===== src/rtl/store_buffer.sv =====
// Store buffer: holds speculative stores in program order, drains retired ones to the D-cache.
// Define STB_FWD_EN to build the store-to-load forwarding mux; otherwise loads only see a stall.
module store_buffer #(
    parameter int NUM_ENTRIES    = 4,
    parameter int XLEN           = 32,
    parameter int ROB_TICKET_LEN = 4,
    parameter int ADDR_LEN       = XLEN,
    parameter int TICKET_LEN     = ROB_TICKET_LEN
) (
    input  logic                  clk,
    input  logic                  reset,
    input  logic                  enable,
    input  logic                  push_valid_in,
    input  logic [ADDR_LEN-1:0]   push_addr_in,
    input  logic [XLEN-1:0]       push_data_in,
    input  logic                  push_byte_in,
    input  logic [TICKET_LEN-1:0] push_ticket_in,
    output logic                  full_out,
    output logic                  empty_out,
    input  logic                  commit_in,
    input  logic [TICKET_LEN-1:0] commit_ticket_in,
    input  logic                  flush_in,
    output logic                  drain_valid_out,
    output logic [ADDR_LEN-1:0]   drain_addr_out,
    output logic [XLEN-1:0]       drain_data_out,
    output logic                  drain_byte_out,
    input  logic                  drain_ready_in,
    input  logic [ADDR_LEN-1:0]   ld_addr_in,
    input  logic                  ld_byte_in,
    output logic                  ld_hit_out,
    output logic [XLEN-1:0]       ld_data_out,
    output logic                  ld_stall_out
);
    localparam int PW = $clog2(NUM_ENTRIES);
    localparam int CW = PW + 1;

    typedef struct packed {
        logic                  valid;
        logic                  committed;
        logic [ADDR_LEN-1:0]   addr;
        logic [XLEN-1:0]       data;
        logic                  is_byte;
        logic [TICKET_LEN-1:0] ticket;
    } entry_t;

    entry_t [NUM_ENTRIES-1:0] ent;
    logic [PW-1:0] head, cmt_ptr, tail;
    logic [CW-1:0] count, ncom;

    logic do_push, do_commit, do_pop, do_flush;
    logic [PW-1:0] cmt_nx;
    logic [CW-1:0] ncom_nx;

    assign full_out  = (count == CW'(NUM_ENTRIES));
    assign empty_out = (count == '0);

    // ncom counts committed entries; commit only has a target while some entry is still speculative
    assign do_commit = enable & commit_in & (ncom != count);
    assign do_flush  = enable & flush_in;
    assign do_push   = enable & push_valid_in & ~full_out & ~flush_in;
    assign drain_valid_out = enable & ent[head].valid & ent[head].committed;
    assign do_pop    = drain_valid_out & drain_ready_in;

    assign drain_addr_out = ent[head].addr;
    assign drain_data_out = ent[head].data;
    assign drain_byte_out = ent[head].is_byte;

    assign cmt_nx  = cmt_ptr + PW'(do_commit);
    assign ncom_nx = ncom + CW'(do_commit) - CW'(do_pop);

    always_ff @(posedge clk or negedge reset) begin
        if (!reset) begin
            ent     <= '0;
            head    <= '0;
            cmt_ptr <= '0;
            tail    <= '0;
            count   <= '0;
            ncom    <= '0;
        end else begin
            // the entry committed this cycle survives a simultaneous flush
            for (int i = 0; i < NUM_ENTRIES; i++)
                if (do_flush && !ent[i].committed && !(do_commit && PW'(i) == cmt_ptr))
                    ent[i].valid <= 1'b0;
            if (do_commit)
                ent[cmt_ptr].committed <= 1'b1;
            if (do_pop) begin
                ent[head].valid     <= 1'b0;
                ent[head].committed <= 1'b0;
            end
            if (do_push) begin
                ent[tail].valid     <= 1'b1;
                ent[tail].committed <= 1'b0;
                ent[tail].addr      <= push_addr_in;
                ent[tail].data      <= push_data_in;
                ent[tail].is_byte   <= push_byte_in;
                ent[tail].ticket    <= push_ticket_in;
            end
            head    <= head + PW'(do_pop);
            cmt_ptr <= cmt_nx;
            tail    <= do_flush ? cmt_nx : tail + PW'(do_push);
            ncom    <= ncom_nx;
            count   <= do_flush ? ncom_nx : count + CW'(do_push) - CW'(do_pop);
        end
    end

    logic [PW-1:0] idx;

`ifdef STB_FWD_EN
    logic            fwd_hit, fwd_stall;
    logic [XLEN-1:0] fwd_data;

    // walk oldest to youngest so the youngest overlapping store has the last word
    always_comb begin
        fwd_hit   = 1'b0;
        fwd_stall = 1'b0;
        fwd_data  = '0;
        idx       = '0;
        for (int k = 0; k < NUM_ENTRIES; k++) begin
            idx = head + PW'(k);
            if (ent[idx].valid && ent[idx].addr[ADDR_LEN-1:2] == ld_addr_in[ADDR_LEN-1:2]) begin
                if (!ent[idx].is_byte) begin
                    fwd_hit   = 1'b1;
                    fwd_stall = 1'b0;
                    fwd_data  = ld_byte_in ? XLEN'(ent[idx].data[{ld_addr_in[1:0], 3'b000} +: 8])
                                           : ent[idx].data;
                end else if (!ld_byte_in) begin
                    fwd_hit   = 1'b0;
                    fwd_stall = 1'b1;
                    fwd_data  = '0;
                end else if (ent[idx].addr[1:0] == ld_addr_in[1:0]) begin
                    fwd_hit   = 1'b1;
                    fwd_stall = 1'b0;
                    fwd_data  = XLEN'(ent[idx].data[7:0]);
                end
            end
        end
    end

    assign ld_hit_out   = fwd_hit;
    assign ld_stall_out = fwd_stall;
    assign ld_data_out  = fwd_data;
`else
    logic word_match;
    logic unused_ld;

    always_comb begin
        word_match = 1'b0;
        idx        = '0;
        for (int k = 0; k < NUM_ENTRIES; k++) begin
            idx = head + PW'(k);
            if (ent[idx].valid && ent[idx].addr[ADDR_LEN-1:2] == ld_addr_in[ADDR_LEN-1:2])
                word_match = 1'b1;
        end
    end

    assign unused_ld    = ^{ld_byte_in, ld_addr_in[1:0]};
    assign ld_hit_out   = 1'b0;
    assign ld_stall_out = word_match;
    assign ld_data_out  = '0;
`endif

    a_commit_ticket: assert property (@(posedge clk) disable iff (!reset)
        do_commit |-> commit_ticket_in == ent[cmt_ptr].ticket);

endmodule


===== config.mk =====
export PLATFORM = sky130hd
export DESIGN_NAME = store_buffer
export DESIGN_NICKNAME = d
export VERILOG_FILES = /design/src/rtl/store_buffer.sv
export SDC_FILE = /design/constraint.sdc
export NUM_CORES = 1
export LEC_CHECK = 0
export BUFFER_PORTS_ARGS = -buffer_cell sky130_fd_sc_hd__buf_2
export CORE_UTILIZATION = 57
export CTS_BUF_LIST = sky130_fd_sc_hd__clkbuf_4 sky130_fd_sc_hd__clkbuf_8
export DETAILED_ROUTE_END_ITERATION = 8
export PLACE_DENSITY = 0.79
export SLEW_MARGIN = 10
export SYNTH_ARGS = -nofsm -noshare
export SYNTH_HDL_FRONTEND = slang
export SYNTH_SLANG_ARGS = --single-unit

===== constraint.sdc =====
create_clock -name clk -period 5.1 [get_ports clk]
set_clock_uncertainty 0.05 [all_clocks]
set_input_delay 0 -clock clk [delete_from_list [all_inputs] [get_ports clk]]
set_output_delay 0 -clock clk [all_outputs]
set_load 0.1 [all_outputs]

After elaboration in Yosys (flattened, before gate mapping)
Index checks and enable logic that the tools add are counted.
Widths: inputs -> output; s select.
{ "word_totals": {"ff_bits": 296, "input_bits": 113} }
{ "op_classes": {"n_addsub": 10, "n_lt_le_gt_ge": 9, "eq_ne": 9, "n_mux": 48, "n_bitwise": 11, "reduce_logical": 29} }
{ "ops": {"columns": ["cell", "n"], "rows": [
  ["$bwmux 284", 9],
  ["$demux 71 s2", 9],
  ["$mux 284", 3],
  ["$bmux 71 s2", 4],
  ["$mux 71", 6],
  ["$mux 70", 3],
  ["$eq 30x30->1", 4],
  ["$mux 69", 1],
  ["$mux 37", 1],
  ["$logic_and 1x1->1", 19],
  ["$lt 2x3->1 const B", 6],
  ["$and 1x1->1", 9],
  ["$logic_not 1->1", 8],
  ["$mux 1", 8],
  ["$add 2x1->2", 3],
  ["$add 3x1->3", 2],
  ["$ge 2x1->1 const B", 3],
  ["$sub 3x1->3", 2],
  ["$mux 5", 1],
  ["$add 2x2->2 const B", 2],
  ["$eq 2x2->1 const A", 2],
  ["$mux 4", 1],
  ["$eq 3x3->1 const B", 1],
  ["$logic_not 3->1", 1],
  ["other kinds (7)", 8]
]} }

Logic depth before layout (Yosys ltp)
{ "logic_depth": {"word_depth": 18, "mapped_depth": 18} }

Least setup slack after synthesis
No wires, ideal clock.
{ "synth_path": {"path_kind": "register -> register", "start": "register count[1]", "end": "register count[2]", "arrival_ns": 4.166, "required_time_ns": 4.918, "setup_slack_ns": 0.752, "stages_incl_launch_ff": 10, "n_path_buf": 0, "period_less_slack_ns": 4.348, "path_cell_list": "dfrtp_1 > nor3b_1 > or3_1 > ha_1 > inv_1 > ha_1 > fa_1 > xnor2_1 > xnor2_1 > a21oi_1"} }
{ "synth_between": {"elab_chain_len": 7, "elab_cells_between_ends": 11, "cone_classes": "add/sub (4); eq/ne (2); mux (1); bitwise (4)"} }
{ "synth_rtl": {"columns": ["element", "line", "source"], "rows": [
  ["start: declaration", "48", "logic [CW-1:0] count, ncom;"],
  ["start signal: assignment", "102", "count <= do_flush ? ncom_nx : count + CW'(do_push) - CW'(do_pop);"],
  ["$eq 3x3->1", "54", "assign full_out = (count == CW'(NUM_ENTRIES));"],
  ["named net full_out", "18", "output logic full_out,"],
  ["$not 1->1", "60", "assign do_push = enable & push_valid_in & ~full_out & ~flush_in;"],
  ["$and 1x1->1 (2 in series)", "60", null],
  ["$add 3x1->3", "102", null],
  ["$sub 3x1->3", "102", null],
  ["$mux 3", "102", null]
]} }
The timed path passes the listed nets, and every way through them passes these cells.

Worst setup path in the final report
{ "layout_path": {"start": "register head[0]", "end": "output port ld_stall_out"} }
{ "layout_between": {"elab_chain_len": 8, "elab_cells_between_ends": 23, "cone_classes": "add/sub (3); eq/ne (4); mux (12); reduce/logical (4)"} }
{ "layout_rtl": {"columns": ["element", "line", "source"], "rows": [
  ["start: declaration", "47", "logic [PW-1:0] head, cmt_ptr, tail;"],
  ["start signal: assignment", "98", "head <= head + PW'(do_pop);"],
  ["$add 2x1->2 or $bmux 71 s2 (tied branches)", "150, 151", null],
  ["$bmux 71 s2 or $mux 71 (tied branches)", "151", "if (ent[idx].valid && ent[idx].addr[ADDR_LEN-1:2] == ld_addr_in[ADDR_LEN-1:2])"],
  ["$mux 71 (implied by the code) or $eq 30x30->1 (tied branches)", "151", null],
  ["$eq 30x30->1 or $logic_and 1x1->1 (tied branches)", "151", null],
  ["$logic_and 1x1->1 or $mux 1 (tied branches)", "151", null],
  ["$mux 1 (2 in series)", "151", null],
  ["$mux 1 *", "151", null],
  ["end: declaration", "32", "output logic ld_stall_out"]
]} }
Mark *: on every way between the ends. The rest lies on a longest branch, timed or not. The select of a mux whose other input is x is not followed.

==> out/qor.log <==
[status] outcome finished, final reports clean
[global_routing] overall routing resource usage 0.293
[worst_setup_path] Critical Path Sink Type output pin
[worst_hold_path] Hold WC Path Type primary input to async pin
[synth] XOR/XNOR share of the synthesized area 0.0574
[synth] fraction of the mapped netlist area in simple logic gates 0.0283
[synth] area share of the largest cell type after synthesis 0.414
[cells_and_area] area of the multi-input gates 9090 sq um
[worst_setup_path] CP top delay family compound AO/OA/AOI/OAI gates
[placed_design] number of cells in the design after placement 1708
[worst_setup_path] worst path required time 5050 ps
[worst_setup_path] peak fanout along the critical path 28
[worst_setup_path] buffering stage count on the worst path with inverters included 3
[synth] main combinational cell family by area after synthesis multiplexers
[global_routing] global route total overflow 0
[worst_setup_path] chain of cells forming the critical path inv_1 -> ha_4 -> buf_12 -> mux2i_1 -> a22oi_1 -> o221ai_1 -> a2111oi_0 -> a31oi_1 -> nor4_1 -> or4_1 -> buf_12
[cells_and_area] filler cell count in the final layout 2044
[clock_network] CTS HTree Levels 2
[clock_network] buffers inserted during post-CTS setup optimization 0
[timing] TNS Setup 0 ps
[placed_design] Setup Slack @ Placement 1450 ps
[global_routing] vias in the first global route 12200
[synth] most area-hungry cell type in the Yosys netlist sky130_fd_sc_hd__dfrtp_1
[run] count of max-cap constraint violations 0
[placed_design] Placer Congestion 1.00
[global_routing] pin count of the biggest net entering global routing 126
[cells_and_area] final cell count without fillers 1869
[timing] measured slew at the worst slew-check pin 933 ps
[detailed_routing] overall routed net length 43700 um
[synth] multiplexer share of the synthesized area 0.384
[synth] number of flops mapped to enable cells by yosys 0
[worst_setup_path] Worst setup SP type flip-flop
[cells_and_area] Layout Nets 1571
[floorplan] die span in y 174 um
[timing] worst max-slew margin expressed relative to the limit 0.378
[clock_network] Gates resized, CTS repair 0
[floorplan] core outline area 28900 sq um
[placed_design] Port Buffers 170
[detailed_routing] average detailed-routed wire length per instance 23.4 um
[worst_setup_path] Most common cell on crit path sky130_fd_sc_hd__buf_12
[timing] endpoints failing hold 0
[detailed_routing] total iterations of the first detailed-routing run 8
[detailed_routing] antenna-violating nets left 0
[floorplan] die width 174 um
[worst_setup_path] worst reg2reg path startpoint head[1]
[detailed_routing] via count of the routed design 11700
[detailed_routing] drt drc 0
[synth] cell types with the largest area share after synthesis sky130_fd_sc_hd__dfrtp_1 (41%), sky130_fd_sc_hd__mux2_2 (18%), sky130_fd_sc_hd__mux4_2 (14%), sky130_fd_sc_hd__mux2i_1 (5.0%), sky130_fd_sc_hd__xnor2_1 (3.3%)
[timing] unrepaired setup endpoints after global routing false
[clock_network] clock sink count 280
[detailed_routing] via density per instance 6.25
[synth] Synth Flop Type sky130_fd_sc_hd__dfrtp_1
[synth] sequential element share of the synthesized area 0.414
[worst_setup_path] slowest stage cell, crit path sky130_fd_sc_hd__a2111oi_0
[clock_network] clock root buffer sky130_fd_sc_hd__clkbuf_8
[global_routing] first-pass GRT wire length 69100 um
[floorplan] Initial Util 0.585
[floorplan] area of the die 30400 sq um
[timing] Max Slew Vio Count 0
[clock_network] TritonCTS Buffers 48
[floorplan] count of boundary I/O pins 215
[worst_setup_path] beginning of the critical path head[0]
[timing] Highest Clock Rate 232 MHz
[placed_design] detailed placer's ending HPWL 28500 um
[cells_and_area] proportion of layout cells with a drive suffix above 1 0.447
[worst_setup_path] arrival time at the worst endpoint 4260 ps
[floorplan] row count 62
[detailed_routing] Starting DRT DRC Count 1067
[timing] final setup slack of the worst path 786 ps
[synth] Synth Instances 1226
[synth] number of register bits inferred by synthesis 280
[worst_setup_path] Critical Setup Path Class flip-flop to output pin
[timing] post-layout minimum cycle time 4310 ps
[cells_and_area] layout overhead on the synthesized area 15.4%
[cells_and_area] footprint of the flip-flops and latches 7010 sq um
[global_routing] antenna violations before repair 3
[synth] number of warnings printed during yosys synthesis 0
[synth] arithmetic-cell share of the synthesized area counting full adders, half adders and majority gates 0.0105
[timing] final cycle utilization of the critical path 0.846
[clock_network] Clk pin slew, worst setup/hold paths 60 ps
[synth] area of the mapped netlist 16900 sq um
[synth] number of distinct standard cells referenced by the synthesized netlist 63
[worst_setup_path] CP max stage delay 760 ps
[synth] most frequent cell after synthesis sky130_fd_sc_hd__dfrtp_1
[placed_design] Cell Area, Placed 17700 sq um
[clock_network] clock insertion delay at the later pin of the skew report 600 ps
[timing] # setup viols final 0
[cells_and_area] fin area 19500 sq um
[synth] synthesized area per cell 13.8 sq um
[synth] complex-gate fraction of the synthesized area 0.0466
[clock_network] TritonCTS clock tree done
[synth] Commonest cells post-synth sky130_fd_sc_hd__dfrtp_1 (280), sky130_fd_sc_hd__mux2_2 (267), sky130_fd_sc_hd__mux4_2 (108)
[synth] post-synthesis async set-or-reset flop share 1.00
[clock_network] maximum clock insertion buffer count 3
metal layers:
metal,GRT usage,wire (um),part of all wire,vias up
met5,0,0,0,-
met4,0.125,1610,0.037,0
met3,0.0700,3570,0.082,114
met2,0.468,21100,0.48,553
met1,0.382,17400,0.40,5986
li1,-,-,-,5036
area by class of cell:
| cell class | count | area share |
|---|---|---|
| well taps | 384 | 0.0246 |
| diodes | 3 | 0.000384 |
| flip-flops and latches | 280 | 0.359 |
| inverters | 27 | 0.00519 |
| clock buffers | 75 | 0.0480 |
| repair buffers | 259 | 0.0907 |
| multi-input cells | 829 | 0.465 |
| clock inverters | 12 | 0.00673 |
state kept, by name, summed over array words and instances, names as in the netlist:
signal,cells
cmt_ptr,2
count,3
ent,268
head,2
ncom,3
tail,2
kinds of logic (layout without fill, tap and decap cells):
group | after synthesis | in the layout
AOI/OAI and AO/OA | 112 | 112
xor gates and xnor gates | 111 | 111
adders and majority gates | 13 | 13
buffers and inverters | 149 | 373
DFF | 280 | 280
muxes | 468 | 468
other | 1 | 36
and+or+nand+nor | 92 | 92
per-stage QoR:
stage          hold WS (ps)  utilization
3_5_place_dp           42.8        0.613
2_1_floorplan          -346            -
5_1_grt                54.8        0.675
4_1_cts                8.98        0.675
3_3_place_gp           35.5        0.613
6_report               8.51        0.675
worst register-to-register path: stages (launching register included):
cell and delay (ps):
sky130_fd_sc_hd__dfrtp_4 420, sky130_fd_sc_hd__buf_12 590, sky130_fd_sc_hd__mux4_2 460, sky130_fd_sc_hd__and3_1 210
sky130_fd_sc_hd__and2_1 300, sky130_fd_sc_hd__ha_1 350, sky130_fd_sc_hd__inv_1 40, sky130_fd_sc_hd__ha_1 190
sky130_fd_sc_hd__fa_1 420, sky130_fd_sc_hd__xnor2_1 190, sky130_fd_sc_hd__xnor2_1 170, sky130_fd_sc_hd__nor2_1 60
sky130_fd_sc_hd__a21oi_1 120
cell usage in the layout (no fill, tap or decap), types with 15 or more instances in the layout:
| cell type | n |
|---|---|
| sky130_fd_sc_hd__conb_1 | 33 |
| sky130_fd_sc_hd__o21ai_0 | 21 |
| sky130_fd_sc_hd__dlygate4sd3_1 | 71 |
| sky130_fd_sc_hd__nand2_1 | 21 |
| sky130_fd_sc_hd__xnor2_1 | 64 |
| sky130_fd_sc_hd__mux4_2 | 108 |
| sky130_fd_sc_hd__clkbuf_8 | 60 |
| sky130_fd_sc_hd__clkbuf_4 | 15 |
| sky130_fd_sc_hd__a21oi_1 | 20 |
| sky130_fd_sc_hd__inv_1 | 27 |
| sky130_fd_sc_hd__xor2_1 | 47 |
| sky130_fd_sc_hd__nor2_1 | 20 |
| sky130_fd_sc_hd__dfrtp_1 | 278 |
| sky130_fd_sc_hd__buf_2 | 168 |
| sky130_fd_sc_hd__mux2i_1 | 84 |
| sky130_fd_sc_hd__mux2_2 | 267 |
worst paths after layout:
path	end	slack [ps]	cells after the start
max in group asynchronous	ent[217]	3740	3
hold / removal	ent[267]	9	2
min in group clk	ent[64]	180	3
setup / recovery	ld_stall_out	790	11
hold reg to reg	ent[159]	450	1
setup reg to reg	count[2]	1460	12
repair_timing:
item                       CTS  global route
hold endpoints to repair   374             0
hold buffers                71             0
setup endpoints to repair    0             0
Power is left out: the tool's default activity adds up to more than one toggle a clock period on the data nets, which glitch-free logic cannot reach.
